<file path="src/rtl/uart_tx_arbiter.sv">
// uart_tx_arbiter: round-robin sharing of one UART TX among NUM_REQ byte requesters.
// Define UART_ARB_WATCHDOG_EN to enable the WDOG_CYCLES stall watchdog.
module uart_tx_arbiter #(
  parameter int NUM_REQ     = 4,
  parameter int ID_W        = 2,
  parameter int WDOG_CYCLES = 1024
) (
  input  logic                 CLK,
  input  logic                 RST,
  input  logic [NUM_REQ-1:0]   REQ,
  input  logic [8*NUM_REQ-1:0] REQ_DATA,
  output logic [NUM_REQ-1:0]   ACK,
  output logic [NUM_REQ-1:0]   CPL,
  output logic                 TX_START,
  output logic [7:0]           TX_DATA,
  input  logic                 TX_BUSY,
  input  logic                 TX_DONE,
  output logic                 ARB_BUSY,
  output logic [ID_W-1:0]      GRANT_ID,
  output logic                 WDOG_ERR
);

  localparam logic [1:0] S_IDLE      = 2'd0;
  localparam logic [1:0] S_WAIT_BUSY = 2'd1;
  localparam logic [1:0] S_WAIT_DONE = 2'd2;
  localparam logic [1:0] S_WAIT_IDLE = 2'd3;

  localparam logic [NUM_REQ-1:0] ONE = NUM_REQ'(1);

  logic [1:0]         state_q, state_d;
  logic [ID_W-1:0]    last_q, last_d;
  logic [ID_W-1:0]    grant_id_q, grant_id_d;
  logic [7:0]         tx_data_q, tx_data_d;
  logic               tx_start_q, tx_start_d;
  logic               arb_busy_q, arb_busy_d;
  logic [NUM_REQ-1:0] ack_q, ack_d;
  logic [NUM_REQ-1:0] cpl_q, cpl_d;

  logic [ID_W-1:0]    hi_pick, lo_pick, pick;
  logic [7:0]         hi_data, lo_data, pick_data;
  logic               hi_vld, lo_vld, pick_vld;

  // Lowest set bit above LAST wins, otherwise wrap to the lowest set bit.
  always_comb begin
    hi_pick = '0;
    lo_pick = '0;
    hi_data = '0;
    lo_data = '0;
    hi_vld  = 1'b0;
    lo_vld  = 1'b0;
    for (int j = NUM_REQ - 1; j >= 0; j--) begin
      if (REQ[j] && (j > int'(last_q))) begin
        hi_pick = ID_W'(j);
        hi_data = REQ_DATA[8*j +: 8];
        hi_vld  = 1'b1;
      end
      if (REQ[j]) begin
        lo_pick = ID_W'(j);
        lo_data = REQ_DATA[8*j +: 8];
        lo_vld  = 1'b1;
      end
    end
    pick      = hi_vld ? hi_pick : lo_pick;
    pick_data = hi_vld ? hi_data : lo_data;
    pick_vld  = hi_vld | lo_vld;
  end

`ifdef UART_ARB_WATCHDOG_EN
  localparam int WDOG_W = (WDOG_CYCLES > 2) ? $clog2(WDOG_CYCLES) : 1;
  logic [WDOG_W-1:0] wdog_cnt_q, wdog_cnt_d;
  logic              wdog_err_q, wdog_err_d;
`endif

  always_comb begin
    state_d    = state_q;
    last_d     = last_q;
    grant_id_d = grant_id_q;
    tx_data_d  = tx_data_q;
    tx_start_d = tx_start_q;
    arb_busy_d = arb_busy_q;
    ack_d      = '0;
    cpl_d      = '0;
    unique case (state_q)
      S_IDLE: begin
        if (pick_vld) begin
          grant_id_d = pick;
          tx_data_d  = pick_data;
          ack_d      = ONE << pick;
          tx_start_d = 1'b1;
          arb_busy_d = 1'b1;
          state_d    = S_WAIT_BUSY;
        end
      end
      S_WAIT_BUSY: begin
        if (TX_BUSY) begin
          tx_start_d = 1'b0;
          state_d    = S_WAIT_DONE;
        end
      end
      S_WAIT_DONE: begin
        if (TX_DONE) begin
          cpl_d   = ONE << grant_id_q;
          state_d = S_WAIT_IDLE;
        end
      end
      S_WAIT_IDLE: begin
        if (!TX_DONE && !TX_BUSY) begin
          last_d     = grant_id_q;
          arb_busy_d = 1'b0;
          state_d    = S_IDLE;
        end
      end
      default: state_d = S_IDLE;
    endcase
`ifdef UART_ARB_WATCHDOG_EN
    wdog_err_d = 1'b0;
    if (state_q != S_IDLE && state_d == state_q &&
        wdog_cnt_q == WDOG_W'(WDOG_CYCLES - 1)) begin
      tx_start_d = 1'b0;
      wdog_err_d = 1'b1;
      last_d     = grant_id_q;
      arb_busy_d = 1'b0;
      state_d    = S_IDLE;
    end
    wdog_cnt_d = (state_q == S_IDLE || state_d != state_q) ?
                 '0 : wdog_cnt_q + 1'b1;
`endif
  end

  always_ff @(posedge CLK or posedge RST) begin
    if (RST) begin
      state_q    <= S_IDLE;
      last_q     <= ID_W'(NUM_REQ - 1);
      grant_id_q <= '0;
      tx_data_q  <= '0;
      tx_start_q <= 1'b0;
      arb_busy_q <= 1'b0;
      ack_q      <= '0;
      cpl_q      <= '0;
    end else begin
      state_q    <= state_d;
      last_q     <= last_d;
      grant_id_q <= grant_id_d;
      tx_data_q  <= tx_data_d;
      tx_start_q <= tx_start_d;
      arb_busy_q <= arb_busy_d;
      ack_q      <= ack_d;
      cpl_q      <= cpl_d;
    end
  end

`ifdef UART_ARB_WATCHDOG_EN
  always_ff @(posedge CLK or posedge RST) begin
    if (RST) begin
      wdog_cnt_q <= '0;
      wdog_err_q <= 1'b0;
    end else begin
      wdog_cnt_q <= wdog_cnt_d;
      wdog_err_q <= wdog_err_d;
    end
  end
  assign WDOG_ERR = wdog_err_q;
`else
  assign WDOG_ERR = 1'b0 && (WDOG_CYCLES > 0);
`endif

  assign ACK      = ack_q;
  assign CPL      = cpl_q;
  assign TX_START = tx_start_q;
  assign TX_DATA  = tx_data_q;
  assign ARB_BUSY = arb_busy_q;
  assign GRANT_ID = grant_id_q;

endmodule

</file>
<file path="config.mk">
export PLATFORM = sky130hd
export DESIGN_NAME = uart_tx_arbiter
export DESIGN_NICKNAME = d
export VERILOG_FILES = /design/src/rtl/uart_tx_arbiter.sv
export SDC_FILE = /design/constraint.sdc
export NUM_CORES = 1
export LEC_CHECK = 0
export BUFFER_PORTS_ARGS = -buffer_cell sky130_fd_sc_hd__buf_2
export CAP_MARGIN = 30
export CORE_ASPECT_RATIO = 1.75
export CORE_MARGIN = 2
export CORE_UTILIZATION = 48
export DETAILED_ROUTE_END_ITERATION = 8
export MAX_ROUTING_LAYER = met4
export PLACE_DENSITY = 0.78
export SLEW_MARGIN = 20
export SYNTH_ARGS = -nofsm -noshare
export SYNTH_HDL_FRONTEND = slang
export SYNTH_SLANG_ARGS = --single-unit
</file>
<file path="constraint.sdc">
create_clock -name CLK -period 2.1 [get_ports CLK]
set_input_delay 0.42 -clock CLK [delete_from_list [all_inputs] [get_ports CLK]]
set_output_delay 0.42 -clock CLK [all_outputs]
set_load 0.01 [all_outputs]
</file>
=== Word level (Yosys, flattened, before mapping) ===
Cells that the tools add are included.

* Reduce and logical (&&, ||, !) cells: 14
* Shifts and indexed selects: 2
* Equality and inequality tests: 7
* Bitwise operators: 1
* Muxes and demuxes: 37
* $lt $le $gt $ge: 3

{| class="wikitable"
|+ Operators with widths
! cell !! number
|-
| two-way mux 8 bit || 8
|-
| two-way mux 2 bit || 12
|-
| two-way mux 4 bit || 4
|-
| two-way mux 1 bit || 10
|-
| inequality test 2 bit, second input constant || 4
|-
| case mux 2 bit (4 select lines) || 1
|-
| left shift 1 x 2 -> 4 bit, first input constant || 2
|-
| AND reduction 3 bit || 2
|-
| == test 2 bit, second input constant || 2
|-
| greater-than comparator 2 bit, first input constant || 2
|-
| logical AND 1 bit || 4
|-
| case mux 1 bit (2 select lines) || 2
|-
| AND reduction 2 bit || 2
|-
| AND reduction 4 bit || 1
|-
| nonzero test 2 bit || 2
|-
| == test 2 x 1 -> 1 bit, second input constant || 1
|-
| greater-than comparator 1 x 2 -> 1 bit, first input constant || 1
|-
| logical NOT 1 bit || 2
|-
| logical NOT 2 bit || 1
|-
| OR 1 bit || 1
|}

* Bits in registers: 24
* Output and inout bits: 21

=== Longest topological paths before layout ===
Gate-level depths: netlist of run 1.

* Word-level depth: 9
* Gate-level depth with buffers: 7
* Mapped depth without buffers: 7

=== Least setup slack after synthesis of run 1 ===
No wires, ideal clock.

* Path type: input to register
* Start: in REQ[1]
* End: reg grant_id_q[1] (netlist: GRANT_ID[1])
* Path slack: 385 ps
* Cell stages on the path: 6
* Arrival: 1,638 ps
* Buffers on the path: 1
* Data required time: 2,023 ps
* Cells stage by stage: or2_1 -> buf_6 -> o2bb2ai_2 -> a221o_1 -> or3b_4 -> o21ai_1

* Cells in the longest elaborated chain, start to end: 4
* Elaborated cells on any way between the ends: 10
* Classes of those cells: 7 x mux; 1 x bitwise; 2 x reduce/logical

{| class="wikitable"
|+ RTL lines
! element !! RTL line !! source
|-
| start: declaration || 10 || <nowiki>input logic [NUM_REQ-1:0] REQ,</nowiki>
|-
| two-way mux 1 bit or logical AND 1 bit (tied branches) || 57, 52 ||
|-
| two-way mux 1 bit, on equally long branches || 57, 52 ||
|-
| OR 1 bit || 65 || <nowiki>pick_vld = hi_vld | lo_vld;</nowiki>
|-
| AND reduction 2 bit (no line) || -- ||
|-
| end signal: assignment || 143 || <nowiki>grant_id_q <= grant_id_d;</nowiki>
|-
| end: declaration || 32 || <nowiki>logic [ID_W-1:0] grant_id_q, grant_id_d;</nowiki>
|}

Parallel ways exist; a longest one is shown, timed or not.
A chain may end at the register's enable or synchronous reset.

=== Worst setup path in the final report of run 1 ===
* Start: reg last_q[1]
* End: reg tx_data_q[1] (netlist: TX_DATA[1])

* Cells in the longest elaborated chain, start to end: 7
* Elaborated cells on any way between the ends: 15
* Classes of those cells: 3 x order compare; 7 x mux; 1 x bitwise; 4 x reduce/logical

{| class="wikitable"
|+ RTL lines
! element !! RTL line !! source
|-
| start: declaration || 31 || <nowiki>logic [ID_W-1:0] last_q, last_d;</nowiki>
|-
| start signal: assignment || 133 || <nowiki>last_q <= ID_W'(NUM_REQ - 1);</nowiki>
|-
| start signal: assignment || 142 || <nowiki>last_q <= last_d;</nowiki>
|-
| greater-than comparator 2 bit || 52 || <nowiki>if (REQ[j] && (j > int'(last_q))) begin</nowiki>
|-
| logical AND 1 bit || 52 ||
|-
| two-way mux 1 bit (3 in series) || 52 ||
|-
| OR 1 bit || 65 ||
|-
| AND reduction 2 bit (no line) || -- ||
|-
| end signal: assignment || 144 || <nowiki>tx_data_q <= tx_data_d;</nowiki>
|-
| end: declaration || 33 || <nowiki>logic [7:0] tx_data_q, tx_data_d;</nowiki>
|}

Parallel ways exist; a longest one is shown, timed or not.

==> results.md, run 1 <==
* Nets at 289
* Routed Antenna Nets at 0
* Async set-reset flop share out of synthesis at 100.0%
* Synth Net Count at 229
* Chip width at 46.96 um
* Clock root buffer master: clkbuf_8
* Total CTS buffers at 3
* Drt drc at 0
* FMAX at 553.9 MHz
* Crit path cell chain: inv_1 -> a21oi_1 -> o22ai_1 -> buf_4 -> or3_1 -> a31oi_1
* Worst-path clk slew at 0.08 ns
* Total of warnings raised by yosys at 0
* Status: completed
* Layout Utilization at 62.76%
* Commonest non-fill, non-tap cell in the layout: buf_2
* Max H-tree Level at 1
* Crit path max-delay family: flip-flops
* Pins over their slew limit at 0
* Crit path required time at 2.28 ns
* Largest net degree at the start of global routing at 25
* Row Count at 27
* CP startpoint kind: register
* GRT Resource Usage Total at 22.41%
* Global-route wire length before repair at 6.085 mm
* Post-Syn Instances at 184
* Port Buffer Count at 59
* Leakage at 0.9382 nW
* Die height at 79.18 um
* Initial Util at 49.88%
* Fin crit share at 85.98%
* Number of synthesized register bits at 24
* Layout Skew at 0.008265 ns
* Max VDD drop at 0.7262 mV
* CP Capture Type: register
* Area Growth Syn to Fin at 25.83%
* Max incr delay on CP at 0.61 ns
* Clock buffer depth at 2
* Fin crit period at 1.805 ns
* Post-CTS sizing at 0
* Routed wire length at 3.608 mm
* Hold Fails Final Rpt at 0
* Core Region at 0.003108 mm2
* TNS Setup at 0 ns
* WP buf/inv at 2
* Type of the most critical hold path: input pin to async pin
* Most frequent cells in the layout: buf_2, dfrtp_1, nor2_1, a21oi_1
* RSZ-0062 raised after global routing: false
* Slew HR at 60.16%
* PwrDens at 1154 mW/mm2
* Sequential share of the synthesized area at 38.90%
* Via Count at 1551
* Pre-Repair DR Iteration Count at 4
* Setup violators final at 0
* Initial antenna violation count at 0
* CP startpoint: last_q[1]
* CTS tree: done
* CP max-delay cell: dfstp_2
* Distinct cells, synth at 41
* Grt total ovfl at 0
* # Post-CTS Setup Buffers at 0
* WS Path Type: register to register
* Routability Congestion at 0.8838
* Worst R2R Start: last_q[1]
* I/O pin count at 61
* Initial DRC count at 45
* Most used flip-flop cell after synthesis: dfrtp_1
* WL/cell at 12.62 um
* Detail Placement HPWL at 2.911 mm
* Slew @ Worst Pin at 0.5809 ns
* Worst-path fanout max at 9
* DR vias/cell at 5.423
* Die Footprint at 0.003718 mm2
* Sink Count at 24
* Post-Synthesis Cell Area at 0.001550 mm2
* CTS Hold Bufs at 0
* Vias in the first global route at 1457
* Crit path DAT at 1.98 ns
* Worst skew pair latency at 0.27 ns
* Max_cap viols at 0
* EDFF count, synth at 0
* Antenna diodes at 0
* Layout cells sized above 1 at 32.51%
* Syn_area_per_cell at 8.425 um2
## metal layers
metal	vias to the layer above	track usage (%)	part of all wire (%)
li1	791	-	-
met1	705	26.25	42
met2	48	37.12	52
met3	7	2.273	3.9
met4	0	9.722	2.0
met5	-	-	0
## sequential cells by signal, indices dropped and copies added (netlist names)
name / count
ACK: 4
GRANT_ID: 2
TX_START: 1
TX_DATA: 8
CPL: 4
ARB_BUSY: 1
last_q: 2
state_q: 2
## worst register-to-register path, cell delays in order (launching register included)
cell,delay (ns)
dfstp_2,0.61
inv_1,0.09
a21oi_1,0.15
o22ai_1,0.13
buf_4,0.17
or3_1,0.37
a31oi_1,0.19
## path summary, 6_finish.rpt
path / depth (start not counted) / slack, ns / end
max: 6 / 0.29 / TX_DATA[1]
min: 3 / 0.18 / CPL[2]
max reg2reg: 6 / 0.29 / TX_DATA[1]
min reg2reg: 1 / 0.50 / TX_DATA[6]
max in group asynchronous: 3 / 1.65 / last_q[1]
min in group CLK: 3 / 0.43 / CPL[0]
## synth_stat cells, types with 3 or more instances
library cell   n  area [um2]
o21a_1         3       22.52
a32oi_1        6       52.55
o221ai_1       3       26.28
o22ai_1        7       43.79
a21o_1         4       30.03
inv_1         12       45.04
and3_1         4       25.02
clkbuf_1       6       22.52
or3_1          6       37.54
ha_1           5       62.56
a211oi_1       4       30.03
o21ai_0       10       50.05
nor2b_1        4       25.02
buf_2          3       15.01
a31oi_1       11       68.82
a21oi_1       15       75.07
nand2_1       12       45.04
nor2_1        21       78.83
dfrtp_1       22       550.5
## area by class of cell
cell class              instances  area, um2
clock buffers                   4      55.05
inverters                      12      45.04
multi-input cells             137      845.8
repair buffers                 66      347.8
flip-flops and latches         24      603.1
well taps                      43      53.80
fillers                       315       1157
## report_power, final
part	total [mW]	switching, mW	internal, mW
logic	1.13	0.630	0.502
registers	0.813	0.146	0.667
clock network	0.306	0.139	0.167
total	2.25	0.914	1.34
## logic make-up (layout without fill, tap and decap cells)
kind of cell	count (synthesis)	count (layout)	synth area share, %
compound gates	71	71	30.27
simple gates	58	58	18.64
flops	24	24	38.90
buf+inv	23	82	6.537
fa+ha+maj	5	5	4.036
mux	2	2	1.372
other cells	1	1	0.2419
## per-stage QoR
stage / setup slack, ns / power, mW / hold slack, ns / instance area, um2 / instances
after floorplan: 0.3853 / 1.578 / 0.4331 / 1550 / 184
after global placement: 0.2437 / 1.927 / 0.4705 / 1896 / 282
after detailed placement: 0.2040 / 1.958 / 0.4758 / 1896 / 282
after CTS: 0.3007 / 2.266 / 0.1845 / 1951 / 286
after global routing: 0.1768 / 2.465 / 0.2207 / 1951 / 286
final: 0.2945 / 2.250 / 0.1780 / 1951 / 286
(Power assumes the default switching activity.)
==> run 2: changes to the inputs <==
--- a/config.mk
+++ b/config.mk
@@ -12,7 +12,7 @@
 export CORE_UTILIZATION = 48
 export DETAILED_ROUTE_END_ITERATION = 8
 export MAX_ROUTING_LAYER = met4
-export PLACE_DENSITY = 0.78
+export PLACE_DENSITY_LB_ADDON = 0.15
 export SLEW_MARGIN = 20
 export SYNTH_ARGS = -nofsm -noshare
 export SYNTH_HDL_FRONTEND = slang
==> results.md, run 2 (same netlist as run 1, synthesis figures left out) <==
* RSZ-0062 raised after global routing: false (unchanged)
* Crit path required time at 2.29 ns (was 2.28 ns)
* Max_cap viols at 0 (unchanged)
* Slew HR at 65.20% (was 60.16%)
* Routed Antenna Nets at 0 (unchanged)
* Detail Placement HPWL at 3.084 mm (was 2.911 mm)
* Sw Ratio at 39.37% (was 40.62%)
* WL/cell at 13.39 um (was 12.62 um)
* Slew @ Worst Pin at 0.5209 ns (was 0.5809 ns)
* Reg2reg path depth at 6 (unchanged)
* Total CTS buffers at 3 (unchanged)
* Leakage at 0.9598 nW (was 0.9382 nW)
* Port Buffer Count at 59 (unchanged)
* Via Count at 1573 (was 1551)
* Sink Count at 24 (unchanged)
* Initial Util at 49.88% (unchanged)
* Routed wire length at 3.871 mm (was 3.608 mm)
* Global-route wire length before repair at 6.520 mm (was 6.085 mm)
* Pins over their slew limit at 0 (unchanged)
* TNS Setup at 0 ns (unchanged)
* GRT Resource Usage Total at 23.76% (was 22.41%)
* Antenna diodes at 0 (unchanged)
* Worst skew pair latency at 0.26 ns (was 0.27 ns)
* Clock root buffer master: clkbuf_8 (unchanged)
* Worst-path fanout max at 9 (unchanged)
* PwrDens at 1201 mW/mm2 (was 1154 mW/mm2)
* Reg power frac at 34.0% (was 36.1%)
* CP Capture Type: register (unchanged)
* Row Count at 27 (unchanged)
* Reg2Reg Setup Slack at 0.26 ns (was 0.29 ns)
* Core Region at 0.003108 mm2 (unchanged)
* Worst R2R Start: last_q[1] (unchanged)
* Dpl cells at 285 (was 282)
* Pre-Repair DR Iteration Count at 4 (unchanged)
* Max VDD drop at 0.5535 mV (was 0.7262 mV)
* Largest register FFs at 8 (unchanged)
* DR vias/cell at 5.443 (was 5.423)
* WS Path Type: register to register (unchanged)
* Status: completed (unchanged)
* Setup violators final at 0 (unchanged)
* R2r endpoint: TX_DATA[5] (was TX_DATA[1])
* Max H-tree Level at 1 (unchanged)
* Fin crit share at 87.66% (was 85.98%)
* Layout Skew at 0.001315 ns (was 0.008265 ns)
* CTS tree: done (unchanged)
* Crit path DAT at 2.03 ns (was 1.98 ns)
* Post-Layout Cell Count at 289 (was 286)
* Initial DRC count at 53 (was 45)
* P_sw at 940.9 uW (was 914.1 uW)
* Nets at 292 (was 289)
* Logic pwr share at 49.3% (was 50.3%)
* FMAX at 543.2 MHz (was 553.9 MHz)
* Hold Fails Final Rpt at 0 (unchanged)
* Layout cells sized above 1 at 33.33% (was 32.51%)
* I/O pin count at 61 (unchanged)
* Fin crit period at 1.841 ns (was 1.805 ns)
* Hold_ws at 0.1788 ns (was 0.1780 ns)
* CP startpoint kind: register (unchanged)
* Worst-path clk slew at 0.08 ns (about the same)
* Largest net degree at the start of global routing at 25 (unchanged)
* Grt total ovfl at 0 (unchanged)
* Post-CTS sizing at 0 (unchanged)
* CTS Hold Bufs at 0 (unchanged)
* Routability Congestion at 0.8598 (was 0.8838)
* Die Footprint at 0.003718 mm2 (unchanged)
* Type of the most critical hold path: input pin to async pin (unchanged)
* P_int at 1.449 mW (was 1.336 mW)
* Drt drc at 0 (unchanged)
* Most frequent cells in the layout: buf_2, dfrtp_1, nor2_1, a21oi_1 (unchanged)
* Die height at 79.18 um (unchanged)
* Vias in the first global route at 1542 (was 1457)
* Commonest non-fill, non-tap cell in the layout: buf_2 (unchanged)
* Layout Utilization at 64.01% (was 62.76%)
* Chip width at 46.96 um (unchanged)
* Clock buffer depth at 2 (unchanged)
* Clock power frac at 16.8% (was 13.6%)
* Initial antenna violation count at 0 (unchanged)
* # Post-CTS Setup Buffers at 0 (unchanged)
* Area Growth Syn to Fin at 28.33% (was 25.83%)
-- run 2: final cells by class --
class / count / area, um2
clock inverters: 1 / 30.03
repair buffers: 69 / 370.4
multi-input cells: 137 / 845.8
fillers: 304 / 1119
flip-flops and latches: 24 / 603.1
well taps: 43 / 53.80
clock buffers: 3 / 41.29
inverters: 12 / 45.04
-- run 2: worst max path at each step --
stage,from,endpoint,slack (ns),depth (start not counted)
global placement,REQ[1],ACK[3],0.24,6
finish,last_q[1],TX_DATA[5],0.26,6
CTS,last_q[1],TX_DATA[7],0.27,6
global route,last_q[1],TX_DATA[2],0.14,6
detailed placement,REQ[1],GRANT_ID[1],0.24,6
floorplan,REQ[1],GRANT_ID[1],0.39,6
-- run 2: power groups by stage --
stage	clock [mW]	combinational [mW]	sequential, mW
floorplan	0	0.739	0.839
global placement	0	1.16	0.822
detailed placement	0	1.18	0.821
CTS	0.402	1.19	0.813
global route	0.427	1.33	0.845
finish	0.401	1.18	0.812
-- run 2: per-layer routing --
layer	vias up	track usage [%]	share of wire [%]
met5	-	-	0
met4	0	8.333	1.1
met3	4	1.364	3.9
met2	52	42.33	56
met1	722	26.44	39
li1	795	-	-
-- run 2: stage by stage --
stage | power [mW] | cell area [um2] | setup slack, ns
after floorplan | 1.578 | 1550 | 0.3853
final | 2.390 | 1989 | 0.2591
after global placement | 1.982 | 1918 | 0.2447
after detailed placement | 1.996 | 1918 | 0.2439
after global routing | 2.603 | 1989 | 0.1355
after CTS | 2.400 | 1989 | 0.2692
-- run 2: critical path, stage by stage, from the launching register on --
cell,delay (ns)
dfstp_2,0.62
inv_1,0.09
a21oi_1,0.15
o22ai_1,0.18
buf_4,0.19
or3_1,0.37
a31oi_1,0.16
